--- src/rtl/lsu_ctrl_pkg.sv ---
// lsu_ctrl_pkg: shared definitions for the load/store controller.
//   - RV32I load/store funct3 encodings
//   - byte-lane size masks
//   - controller state encoding
//   - small decode helpers
// Build option: LSU_MISALIGN_EN (see lsu_ctrl.sv).
package lsu_ctrl_pkg;

  localparam logic [2:0] F3_LB  = 3'b000;
  localparam logic [2:0] F3_LH  = 3'b001;
  localparam logic [2:0] F3_LW  = 3'b010;
  localparam logic [2:0] F3_LBU = 3'b100;
  localparam logic [2:0] F3_LHU = 3'b101;
  localparam logic [2:0] F3_SB  = 3'b000;
  localparam logic [2:0] F3_SH  = 3'b001;
  localparam logic [2:0] F3_SW  = 3'b010;

  localparam logic [3:0] MASK_B = 4'b0001;
  localparam logic [3:0] MASK_H = 4'b0011;
  localparam logic [3:0] MASK_W = 4'b1111;

  typedef enum logic [1:0] {
    S_IDLE = 2'd0,
    S_ACC0 = 2'd1,
    S_ACC1 = 2'd2,
    S_RESP = 2'd3
  } state_t;

  // funct3[1:0] carries the access size for every legal encoding
  function automatic logic [3:0] size_mask(input logic [1:0] sz);
    case (sz)
      2'b00:   return MASK_B;
      2'b01:   return MASK_H;
      default: return MASK_W;
    endcase
  endfunction

  function automatic logic f3_illegal(input logic we, input logic [2:0] f3);
    return (f3 == 3'b011) || (f3[2:1] == 2'b11) || (we && f3[2]);
  endfunction

  function automatic logic misaligned(input logic [1:0] sz, input logic [1:0] off);
    case (sz)
      2'b01:   return off[0];
      2'b10:   return |off;
      default: return 1'b0;
    endcase
  endfunction

endpackage

--- src/rtl/lsu_ctrl_align.sv ---
// lsu_align: purely combinational lane steering for lsu_ctrl.
//   i_f3, i_off      : funct3 and byte offset of the access
//   i_wdata          : right-aligned store data
//   i_lo, i_hi       : first / second word of a load
//   o_wea_lo/o_wea_hi: byte enables for the first / second word
//   o_din            : store data rotated onto its byte lanes
//   o_rdata          : extracted and extended load result
module lsu_align
  import lsu_ctrl_pkg::*;
(
  input  logic [2:0]  i_f3,
  input  logic [1:0]  i_off,
  input  logic [31:0] i_wdata,
  input  logic [31:0] i_lo,
  input  logic [31:0] i_hi,
  output logic [3:0]  o_wea_lo,
  output logic [3:0]  o_wea_hi,
  output logic [31:0] o_din,
  output logic [31:0] o_rdata
);

  logic [7:0]  w_mask8;
  logic [63:0] w_rot;
  logic [63:0] w_sh;

  always_comb begin
    w_mask8  = {4'b0000, size_mask(i_f3[1:0])} << i_off;
    o_wea_lo = w_mask8[3:0];
    o_wea_hi = w_mask8[7:4];
    // rotate, so the same din serves both words of a split store
    w_rot    = {i_wdata, i_wdata} << {i_off, 3'b000};
    o_din    = w_rot[63:32];
    w_sh     = {i_hi, i_lo} >> {i_off, 3'b000};
    case (i_f3)
      F3_LB:   o_rdata = {{24{w_sh[7]}}, w_sh[7:0]};
      F3_LH:   o_rdata = {{16{w_sh[15]}}, w_sh[15:0]};
      F3_LBU:  o_rdata = {24'd0, w_sh[7:0]};
      F3_LHU:  o_rdata = {16'd0, w_sh[15:0]};
      default: o_rdata = w_sh[31:0];
    endcase
  end

endmodule

--- src/rtl/lsu_ctrl.sv ---
// lsu_ctrl: RV32I load/store controller in front of a word-addressed memory.
//   req_*  : one byte-addressed load/store per request (req_ready only in IDLE)
//   resp_* : registered one-cycle response, no back-pressure
//   dm_*   : word address, byte write enables, steered write data, comb read data
// Build option LSU_MISALIGN_EN: when defined, word-crossing accesses are split
// into two memory cycles; otherwise misaligned accesses return resp_err.
module lsu_ctrl
  import lsu_ctrl_pkg::*;
#(
  parameter int AW = 10
) (
  input  logic          clk,
  input  logic          rstn,
  input  logic          req_valid,
  output logic          req_ready,
  input  logic          req_we,
  input  logic [2:0]    req_funct3,
  input  logic [31:0]   req_addr,
  input  logic [31:0]   req_wdata,
  output logic          resp_valid,
  output logic [31:0]   resp_rdata,
  output logic          resp_err,
  output logic [AW-1:0] dm_addr,
  output logic [3:0]    dm_wea,
  output logic [31:0]   dm_din,
  input  logic [31:0]   dm_dout
);

  state_t      r_state;
  logic        r_we;
  logic [2:0]  r_f3;
  logic [1:0]  r_off;

  logic        w_idle;
  logic        w_bad;
  logic [2:0]  w_f3;
  logic [1:0]  w_off;
  logic [31:0] w_lo, w_hi, w_din, w_rdata;
  logic [3:0]  w_wea_lo, w_wea_hi;
  logic        w_unused_addr;

  assign w_idle    = (r_state == S_IDLE);
  assign req_ready = w_idle;
  // in IDLE the aligner decodes the incoming request so the first memory
  // cycle's enables/data can be registered on the accepting edge
  assign w_f3  = w_idle ? req_funct3    : r_f3;
  assign w_off = w_idle ? req_addr[1:0] : r_off;
  assign w_unused_addr = |req_addr[31:AW+2];

`ifdef LSU_MISALIGN_EN
  logic [31:0] r_lo;
  logic        r_cross;
  logic        w_cross;
  assign w_cross = |w_wea_hi;
  assign w_lo    = (r_state == S_ACC1) ? r_lo : dm_dout;
  // hi only matters on the edge that ends ACC1, where dm_dout is word+1
  assign w_hi    = dm_dout;
  assign w_bad   = f3_illegal(req_we, req_funct3);
`else
  logic w_unused_hi;
  assign w_unused_hi = |w_wea_hi;
  assign w_lo  = dm_dout;
  assign w_hi  = '0;
  assign w_bad = f3_illegal(req_we, req_funct3) | misaligned(req_funct3[1:0], req_addr[1:0]);
`endif

  lsu_align u_align (
    .i_f3     (w_f3),
    .i_off    (w_off),
    .i_wdata  (req_wdata),
    .i_lo     (w_lo),
    .i_hi     (w_hi),
    .o_wea_lo (w_wea_lo),
    .o_wea_hi (w_wea_hi),
    .o_din    (w_din),
    .o_rdata  (w_rdata)
  );

  always_ff @(posedge clk or negedge rstn) begin
    if (!rstn) begin
      r_state    <= S_IDLE;
      r_we       <= 1'b0;
      r_f3       <= '0;
      r_off      <= '0;
      resp_valid <= 1'b0;
      resp_rdata <= '0;
      resp_err   <= 1'b0;
      dm_addr    <= '0;
      dm_wea     <= '0;
      dm_din     <= '0;
`ifdef LSU_MISALIGN_EN
      r_lo       <= '0;
      r_cross    <= 1'b0;
`endif
    end else begin
      case (r_state)
        S_IDLE: begin
          if (req_valid) begin
            r_we  <= req_we;
            r_f3  <= req_funct3;
            r_off <= req_addr[1:0];
            if (w_bad) begin
              r_state    <= S_RESP;
              resp_valid <= 1'b1;
              resp_err   <= 1'b1;
              resp_rdata <= '0;
            end else begin
              r_state <= S_ACC0;
              dm_addr <= req_addr[AW+1:2];
              dm_wea  <= req_we ? w_wea_lo : 4'b0000;
              dm_din  <= w_din;
`ifdef LSU_MISALIGN_EN
              r_cross <= w_cross;
`endif
            end
          end
        end
        S_ACC0: begin
`ifdef LSU_MISALIGN_EN
          if (r_cross) begin
            r_lo    <= dm_dout;
            dm_addr <= dm_addr + 1'b1;  // wraps modulo 2^AW
            dm_wea  <= r_we ? w_wea_hi : 4'b0000;
            r_state <= S_ACC1;
          end else
`endif
          begin
            dm_wea     <= '0;
            resp_valid <= 1'b1;
            resp_err   <= 1'b0;
            resp_rdata <= r_we ? 32'd0 : w_rdata;
            r_state    <= S_RESP;
          end
        end
`ifdef LSU_MISALIGN_EN
        S_ACC1: begin
          dm_wea     <= '0;
          resp_valid <= 1'b1;
          resp_err   <= 1'b0;
          resp_rdata <= r_we ? 32'd0 : w_rdata;
          r_state    <= S_RESP;
        end
`endif
        S_RESP: begin
          resp_valid <= 1'b0;
          resp_err   <= 1'b0;
          resp_rdata <= '0;
          r_state    <= S_IDLE;
        end
        default: begin
          dm_wea  <= '0;
          r_state <= S_IDLE;
        end
      endcase
    end
  end

endmodule

--- config.mk ---
export PLATFORM = sky130hd
export DESIGN_NAME = lsu_ctrl
export DESIGN_NICKNAME = d
export VERILOG_FILES = /design/src/rtl/lsu_ctrl_pkg.sv /design/src/rtl/lsu_ctrl_align.sv /design/src/rtl/lsu_ctrl.sv
export SDC_FILE = /design/constraint.sdc
export NUM_CORES = 1
export LEC_CHECK = 0
export ABC_CLOCK_PERIOD_IN_PS = 2500
export CAP_MARGIN = 25
export CORE_MARGIN = 4
export CORE_UTILIZATION = 42
export DETAILED_ROUTE_END_ITERATION = 8
export PLACE_DENSITY = 0.75
export RECOVER_POWER = 25
export SETUP_SLACK_MARGIN = 0.15
export SLEW_MARGIN = 20
export SYNTH_ARGS = -nofsm -noshare
export SYNTH_HDL_FRONTEND = slang
export SYNTH_HIERARCHICAL = 1
export SYNTH_SLANG_ARGS = --single-unit
--- constraint.sdc ---
create_clock -name clk -period 2.5 [get_ports clk]
set_input_delay 0.375 -clock clk [delete_from_list [all_inputs] [get_ports clk]]
set_output_delay 0.375 -clock clk [all_outputs]
set_load 0.05 [all_outputs]
# After elaboration in Yosys (flattened, before gate mapping)
# Index checks and enable logic that the tools add are counted.
# classes
n_reduce_logical	15
eq_ne	13
muxes	20
shifts	3
n_bitwise	3
# ops
op	count
$pmux W32 S4	1
$mux W32	3
$pmux W32 S3	1
$shl A64 B5 Y64	1
$shr A32 B5 Y32	1
$pmux W4 S2	2
$mux W4	3
$reduce_and A3 Y1	4
$eq A2 B1 Y1 const B	3
$eq A2 B2 Y1 const B	3
$eq A3 B3 Y1 const B	2
$mux W2	3
$logic_not A2 Y1	2
$ne A2 B2 Y1 const B	2
$pmux W1 S2	2
$pmux W2 S2	1
$reduce_or A2 Y1	2
$shl A4 B2 Y4	1
$eq A3 B1 Y1 const B	1
$eq A3 B2 Y1 const B	1
$logic_not A3 Y1	1
$mux W3	1
$pmux W1 S3	1
$reduce_bool A3 Y1	1
8 further kinds	11
# totals
reg_bits	88
out_inout_bits	81

# Longest topological paths before layout
# Gate-level depths: netlist (run 1).
# depth
depth_word	9
mapped_depth	10
depth_no_buf	6

# By module
# The synthesis (run 1) kept the hierarchy.
# modules_own_cells
mod	n_inst	cells_each	seq_area_each_um2	area_each_um2
lsu_ctrl	1	226	2202.1	3474.6
lsu_align	1	154	0.0	1944.4

# Least setup slack after synthesis (run 1)
# OpenSTA, ideal clock, no wires.
# synth_timing
path_kind	register to register
startpoint	register r_state[0]
endpoint	register resp_rdata[10]
stages_incl_launch_ff	11
t_required_ns	2.379
slack_ns	-0.080
arrival_time_ns	2.459
path_buffers	4
synth_period_minus_slack_ns	2.580
setup_time_ns	0.121
cell_sequence	dfrtp_1 -> nor2_1 -> buf_2 -> mux2_2 -> buf_6 -> buf_4 -> buf_4 -> mux4_2 -> o21ai_0 -> nand2_1 -> a22o_1
# synth_between
elab_chain_cells	6
elab_cells_between_ends	17
# synth_lines
item	line_no	source
start, declared	lsu_ctrl.sv:29	state_t r_state;
start signal, assigned	lsu_ctrl.sv:81	r_state <= S_IDLE;
start signal, assigned	lsu_ctrl.sv:103	r_state <= S_RESP;
start signal, assigned	lsu_ctrl.sv:108	r_state <= S_ACC0;
$logic_not A2 Y1	lsu_ctrl.sv:42	assign w_idle = (r_state == S_IDLE);
named net req_ready	lsu_ctrl.sv:15	output logic req_ready,
$mux W2	lsu_ctrl.sv:47	assign w_off = w_idle ? req_addr[1:0] : r_off;
named net w_off[1]	lsu_ctrl.sv:37	logic [1:0] w_off;
$shr A32 B5 Y32	lsu_ctrl_align.sv:33	w_sh = {i_hi, i_lo} >> {i_off, 3'b000};
$pmux W32 S4	lsu_ctrl_align.sv:34	case (i_f3)
named net w_rdata[10]	lsu_ctrl.sv:38	logic [31:0] w_lo, w_hi, w_din, w_rdata;
$mux W32	lsu_ctrl.sv:131	resp_rdata <= r_we ? 32'd0 : w_rdata;
$pmux W32 S3	lsu_ctrl.sv:96	case (r_state)
end signal, assigned	lsu_ctrl.sv:131	
end, declared	lsu_ctrl.sv:21	output logic [31:0] resp_rdata,
# The timed path passes the listed nets, and every way through them passes these cells.
# A chain may end at the register's enable or synchronous reset.

# Final worst setup path (run 1)
# layout_timing
startpoint	register r_state[1]
endpoint	register resp_rdata[20]
# layout_between
elab_chain_cells	6
elab_cells_between_ends	17
# layout_lines
item	line_no
$logic_not A2 Y1	lsu_ctrl.sv:42
$mux W2	lsu_ctrl.sv:47
named net w_off[1]	lsu_ctrl.sv:37
$shr A32 B5 Y32	lsu_ctrl_align.sv:33
$pmux W32 S4	lsu_ctrl_align.sv:34
named net w_rdata[20]	lsu_ctrl.sv:38
$mux W32	lsu_ctrl.sv:131
$pmux W32 S3	lsu_ctrl.sv:96
# The timed path passes the listed nets, and every way through them passes these cells.

==> results.cfg, run 1 <==
[placed_design]
port_buffers = 163
detailed_place_hpwl_mm = 10.3
gp_congestion = 0.795
place_ws_ns = -0.0584

[cells_and_area]
syn_to_final_growth_pct = 46.4
mostFrequentLayoutCell = clkdlybuf4s50_1
n_antenna_cell = 0
drive_above_1_share = 0.296
layout_common_cells = clkdlybuf4s50_1, dfrtp_1, mux4_2, conb_1, mux2_2
fin_nets = 696

[timing]
slew_violations = 0
finalSetupViolCount = 0
setup_tns_ns = 0
tightest_slew_ns = 0.567
clock_skew_ns = 0.00505
relSlewSlack = 0.621
fmax_mhz = 434
rsz0062_at_grt = true
hold_viol = 0
fin_crit_sh = 0.922
worst_slack_ns = 0.195
fin_crit_ns = 2.30

[global_route]
antenna_found_initial = 0
grt_overflow_total = 0
grt_pass1_wl_mm = 23.0
grt_max_degree = 89
grt_pass1_vias = 4424
grtUsageTotal = 0.202

[route]
via_count = 4113
ant_nets = 0
drcViolationCount = 0
vias_per_cell = 5.36
drtIter0Drc = 242
wire_per_inst_um = 18.8
dr.pass1.iters = 4
routed_wl_mm = 14.4

[hold_path]
hold_path_class = input port to asynchronous set/reset pin

[worst_setup_path]
crit_path_top_delay_cell = mux4_2
crit_path_cell_trace = nor2_4 > mux2_4 > mux4_2 > mux2i_4 > buf_12 > o21ai_0 > a22o_1
r2r_cells = 7
r2r-start = r_state[1]
cp_max_fo = 12
crit_required_ns = 2.73
worstSetupPathType = register to register
worst_setup_path_end_kind = register
r2r_slack_ns = 0.20
start_kind = register
r2r-end = resp_rdata[20]
slowest_delay_ns = 0.47
arrival_ns = 2.53

[status]
status = finished, final reports clean

[logic_synthesis]
syn_area_mm2 = 0.00538
netlist_instances = 374
avgSynthCellArea_um2 = 14.4
yosysWarnings = 6

[clock_tree]
cts_buffers = 9
clockRootBuffer = clkbuf_16
worstSkewPairLatency_ns = 0.34
h-tree-depth = 3
cts_hold_repair.buffers = 0
clockBufferDepth = 2
cts_num_sinks = 88
tritoncts = yes
clkTransAtPathRegs_ns = 0.06

[floorplan]
pin_count = 184
die_w_um = 121
num_rows = 41
core_area_mm2 = 0.0126
fp.dieH_um = 121
die_area_mm2 = 0.0147
initial_utilization = 0.428

[power]
leakage_uw = 0.00323
p_per_area_mw_per_mm2 = 1530
ir_drop_mv = 0.722

[run]
cap_viol_max_count = 0
-- worst max-delay path by stage --
stage,startpoint,cells past startpoint,slack [ns],end
6_report,r_state[1],7,0.20,resp_rdata[20]
5_1_grt,r_state[0],7,0.13,resp_rdata[19]
4_1_cts,r_state[0],7,0.15,resp_rdata[19]
3_5_place_dp,req_funct3[0],9,-0.06,dm_din[19]
3_3_place_gp,req_funct3[0],7,0.005,resp_rdata[19]
2_1_floorplan,r_state[0],10,0.15,resp_rdata[13]
-- stage by stage --
stage	area, um2	instances	hold slack (ns)	power, uW	utilization
after detailed placement	7460	745	0.458	10300	0.594
final	7880	767	0.111	12000	0.627
after global placement	7460	745	0.454	10100	0.594
after global routing	7880	767	0.167	12700	0.627
after floorplan	5590	422	0.0794	8080	-
after CTS	7830	761	0.0794	12000	0.623
-- state kept, by name, indices dropped and copies added, names as in the netlist --
register,cells
dm_din,32
resp_rdata,32
dm_addr,10
dm_wea,4
r_f3,3
r_off,2
r_state,2
r_we,1
resp_err,1
resp_valid,1
-- timing repair --
item / in CTS / in global routing
resized for setup: 0 / 3
hold endpoints to repair: 0 / 0
setup buffers: 0 / 6
setup endpoints to repair: 0 / 24
-- worst max-delay path, delay by kind of cell, from the launching register on --
kind,cells,cell delay (ns)
AOI/OAI and AO/OA,2,0.33
muxes,3,1.06
DFF,1,0.44
buffers and inverters,1,0.15
and+or+nand+nor,1,0.20
-- routing by layer --
layer | track usage | vias to the layer above | share of wire
met2 | 0.330 | 167 | 0.49
met3 | 0.0583 | 15 | 0.088
met5 | 0 | - | 0
met1 | 0.261 | 2082 | 0.40
met4 | 0.0630 | 0 | 0.015
li1 | - | 1849 | -
-- power breakdown --
part           total [uW]  internal [uW]  leakage [uW]  switching (uW)
clock network        1670           1100      0.000182             564
registers            2410           2050       0.00111             358
logic                7950           3610       0.00194            4340
total               12000           6760       0.00323            5270
-- area by class of cell --
class,count,area [um2]
inverters,2,7.51
flip-flops and latches,88,2200
clock inverters,6,130
repair buffers,192,1940
multi-input cells,297,3140
well taps,172,215
fillers,966,4690
clock buffers,10,239
(Power assumes the default switching activity.)
==> run 2: changes to the inputs <==
Settings changed: CORE_MARGIN 4 to 2.
==> results.cfg, run 2 (same netlist as run 1, synthesis figures left out) <==
[timing]
hold_viol = 0
slew_violations = 0
tightest_slew_ns = 0.859
setup_tns_ns = 0
rsz0062_at_grt = true
fin_crit_ns = 2.31
relSlewSlack = 0.428
clock_skew_ns = 0.00415
finalSetupViolCount = 0
fmax_mhz = 433
fin_crit_sh = 0.923

[worst_setup_path]
worstSetupPathType = register to register
arrival_ns = 2.54
cp_max_fo = 16
worst_setup_path_end_kind = register
start_kind = register
crit_required_ns = 2.73

[global_route]
grt_pass1_vias = 4279
grt_pass1_wl_mm = 22.0
antenna_found_initial = 0
grtUsageTotal = 0.211
grt_overflow_total = 0
grt_max_degree = 62

[floorplan]
initial_utilization = 0.428
num_rows = 41
die_w_um = 117
core_area_mm2 = 0.0126
fp.dieH_um = 117
die_area_mm2 = 0.0137
pin_count = 184

[power]
p_per_area_mw_per_mm2 = 1510
finalPower_uw = 11700
leakage_uw = 0.00318
ir_drop_mv = 0.769

[cells_and_area]
layout_common_cells = clkdlybuf4s50_1, dfrtp_1, mux4_2, conb_1, mux2_2
n_antenna_cell = 0
reg_top3 = dm_din (32), resp_rdata (32), dm_addr (10)
fillCellCount = 974
drive_above_1_share = 0.288
syn_to_final_growth_pct = 44.8
mostFrequentLayoutCell = clkdlybuf4s50_1
final_util = 0.620
fin_nets = 692
postLayoutCellArea_mm2 = 0.00779

[clock_tree]
cts_num_sinks = 88
h-tree-depth = 3
clockRootBuffer = clkbuf_16
clkTransAtPathRegs_ns = 0.06
cts_buffers = 9
worstSkewPairLatency_ns = 0.35
tritoncts = yes
clockBufferDepth = 2

[route]
wl_met2_mm = 6.74
drtIter0Drc = 180
wire_per_inst_um = 18.1
highest_layer = met4
ant_nets = 0
m1WireLength_mm = 5.66
dr_wl_met3_mm = 1.20
via_count = 4106
routed_wl_mm = 13.8
drcViolationCount = 0
dr.pass1.iters = 4
vias_per_cell = 5.39

[run]
cap_viol_max_count = 0

[status]
status = finished, final reports clean

[placed_design]
detailed_place_hpwl_mm = 9.97
port_buffers = 163
post_dp_cell_area_mm2 = 0.00744
gp_congestion = 0.817

[hold_path]
hold_path_class = register to register
==> run 2: cell types whose count changed in the layout (fill, tap and decap cells not counted), sizes merged <==
cell	before	now
clkinv	2	1
clkbuf	11	13
buf	29	24
dlygate4sd3	0	2
clkdlybuf4s50	162	161
bufinv	4	2
==> run 2: metal layers <==
metal  global-route usage  vias to the layer above
met1                0.274                     2090
met5                    0                        -
met4               0.0690                        0
met2                0.339                      152
li1                     -                     1844
met3               0.0669                       20
==> run 2: per-stage QoR <==
step                cells  hold slack, ns  worst slack (ns)
floorplan             422          0.0794             0.153
global placement      742           0.310            0.0600
detailed placement    742           0.325            0.0244
CTS                   758           0.499             0.151
global route          762           0.504             0.137
finish                762           0.496             0.192
==> run 2: cell type report <==
cell class | count | area, um2 | area share
Tap cell | 172 | 215 | 0.0276
Multi-Input combinational cell | 297 | 3140 | 0.402
Clock inverter | 3 | 65.1 | 0.00835
Clock buffer | 12 | 256 | 0.0329
Sequential cell | 88 | 2200 | 0.283
Timing Repair Buffer | 188 | 1910 | 0.245
Inverter | 2 | 7.51 | 0.000964
==> run 2: what timing repair did <==
| item | CTS | global route |
|---|---|---|
| resized for setup | 0 | 2 |
| endpoints found under the hold margin | 27 | 0 |
| endpoints found under the setup margin | 0 | 24 |
| buffers inserted | 0 | 4 |
| hold buffers | 1 | 0 |
==> run 2: path summary, 6_finish.rpt <==
| kind | startpoint | to | slack (ns) | cells after the start |
|---|---|---|---|---|
| max | r_state[1] | resp_rdata[19] | 0.19 | 7 |
| min | resp_rdata[4] | resp_rdata[4] | 0.50 | 1 |
| max reg2reg | r_state[1] | resp_rdata[19] | 0.19 | 7 |
| min reg2reg | resp_rdata[4] | resp_rdata[4] | 0.50 | 1 |
| max in group asynchronous | rstn | resp_rdata[0] | 0.77 | 3 |
| min in group asynchronous | rstn | dm_addr[0] | 0.51 | 2 |
==> run 2: worst max-delay path, stage by stage (launching register included) <==
cell     delay [ns]
dfrtp_2        0.44
nor2_4         0.20
mux2_4         0.39
mux4_2         0.47
mux2i_4        0.18
buf_12         0.16
o21ai_0        0.11
a22o_1         0.24
==> run 2: power by group <==
group          switching [uW]  internal, uW  leakage [uW]
clock network             542           923      0.000159
logic                    4330          3540       0.00192
registers                 359          2050       0.00111
total                    5230          6510       0.00318
==> run 3: changes to the inputs <==
Settings changed: ABC_CLOCK_PERIOD_IN_PS 2500 to 2150, CORE_UTILIZATION 42 to 46, PLACE_DENSITY 0.75 to 0.78.
Clock period 2.5 ns to 2.15 ns, I/O delays scaled along.
==> results.cfg, run 3 (same netlist as run 1, synthesis figures left out) <==
[status]
status = finished, violations left
violations = negative setup slack

[global_route]
grtUsageTotal = 0.236
grt_overflow_total = 0
grt_max_degree = 39
grt_pass1_vias = 4598
antenna_found_initial = 0
grt_pass1_wl_mm = 23.5

[worst_setup_path]
cp-startpoint = r_state[0]
start_kind = register
crit_required_ns = 2.38
r2r_slack_ns = -0.11
cp_top_family = multiplexers
path_buf_inv = 1
worst_setup_path_end_kind = register
cp_max_fo = 11
crit_path_cell_trace = nor2_4 > mux2_4 > mux4_2 > mux2i_4 > buf_12 > o21ai_1 > a22o_1
r2r-start = r_state[0]
r2r_cells = 7
r2r-end = resp_rdata[21]
slowest_delay_ns = 0.47
worstSetupPathType = register to register
path_depth = 7
arrival_ns = 2.49
crit_path_top_delay_cell = mux4_2

[floorplan]
pin_count = 184
initial_utilization = 0.471
core_area_mm2 = 0.0114
num_rows = 39
fp.dieH_um = 112
die_w_um = 112
die_area_mm2 = 0.0126

[route]
routed_wl_mm = 16.4
m1WireLength_mm = 6.39
dr_wl_met3_mm = 1.18
highest_layer = met4
drtIter0Drc = 323
ant_nets = 0
vias_per_cell = 5.70
via_count = 4382
drcViolationCount = 0
wire_per_inst_um = 21.3
wl_met2_mm = 8.50
dr.pass1.iters = 4

[cells_and_area]
fin_nets = 727
fillCellCount = 769
reg_top3 = dm_din (32), resp_rdata (32), dm_addr (10)
n_antenna_cell = 0
mostFrequentLayoutCell = clkdlybuf4s50_1
syn_to_final_growth_pct = 55.2
drive_above_1_share = 0.337
layout_common_cells = clkdlybuf4s50_1, dfrtp_1, mux4_2, conb_1, a22o_1
postLayoutCellArea_mm2 = 0.00835

[clock_tree]
clockRootBuffer = clkbuf_16
clockBufferDepth = 2
h-tree-depth = 3
worstSkewPairLatency_ns = 0.35
tritoncts = yes
cts_num_sinks = 88
cts_buffers = 9
clkTransAtPathRegs_ns = 0.06

[placed_design]
post_dp_cell_area_mm2 = 0.00756
gp_congestion = 0.833
place_ws_ns = -0.300
port_buffers = 163
detailed_place_hpwl_mm = 10.5

[timing]
fin_crit_ns = 2.26
clock_skew_ns = 0.00509
fin_crit_sh = 1.05
worst_slack_ns = -0.112
fmax_mhz = 442
finalSetupViolCount = 50
rsz0062_at_grt = true
hold_viol = 0
slew_violations = 0
relSlewSlack = 0.433
tightest_slew_ns = 0.850

[hold_path]
hold_path_class = input port to register
worstHoldStart = req_funct3[1]
hold_path_depth = 3
holdPathEnd = r_f3[1]

[run]
cap_viol_max_count = 0

[power]
leakage_uw = 0.00351
ir_drop_mv = 1.23
p_per_area_mw_per_mm2 = 1810
run 3: metal layers:
layer | global-route usage | vias to the layer above
met5 | 0 | -
met2 | 0.403 | 207
li1 | - | 1925
met3 | 0.0502 | 23
met1 | 0.304 | 2227
met4 | 0.0780 | 0
run 3: metrics by stage:
| stage | std cells | power [uW] | util | setup TNS [ns] | hold WS (ns) |
|---|---|---|---|---|---|
| final | 769 | 15100 | 0.731 | -2.77 | 0.471 |
| after global routing | 769 | 15800 | 0.731 | -5.79 | 0.492 |
| after CTS | 757 | 14300 | 0.703 | -2.63 | 0.470 |
| after detailed placement | 734 | 12200 | 0.662 | -17.90 | 0.306 |
| after global placement | 734 | 12000 | 0.662 | -15.77 | 0.296 |
| after floorplan | 422 | 9630 | - | -4.54 | 0.0269 |
run 3: repair_timing:
action                     4_1_cts  5_1_grt
hold endpoints to repair        29        0
cloned                           0        8
pin swaps                        1        8
hold buffers                     1        0
buffers inserted                 6        4
gates resized for setup         26       42
setup endpoints to repair       77       78
run 3: tightest hold or removal path: stages:
cell	delay, ns
dlymetal6s2s_1	0.16
buf_4	0.16
mux2_2	0.14
run 3: final cells by class:
cell class | instances | area [um2] | area share
Multi-Input combinational cell | 298 | 3270 | 0.391
Timing Repair Buffer | 222 | 2360 | 0.283
Sequential cell | 88 | 2200 | 0.264
Clock buffer | 12 | 256 | 0.0307
Tap cell | 143 | 179 | 0.0214
Clock inverter | 4 | 76.3 | 0.00914
Inverter | 2 | 7.51 | 0.000899
run 3: worst max path at each step:
stage	slack [ns]	endpoint
floorplan	-0.13	resp_rdata[16]
CTS	-0.09	resp_rdata[20]
detailed placement	-0.30	resp_rdata[31]
global route	-0.18	resp_rdata[15]
global placement	-0.25	resp_rdata[15]
finish	-0.11	resp_rdata[21]
run 3: power breakdown:
part	internal [uW]	leakage (uW)	switching (uW)
registers	2380	0.00111	444
clock network	1080	0.000159	672
logic	5000	0.00224	5500
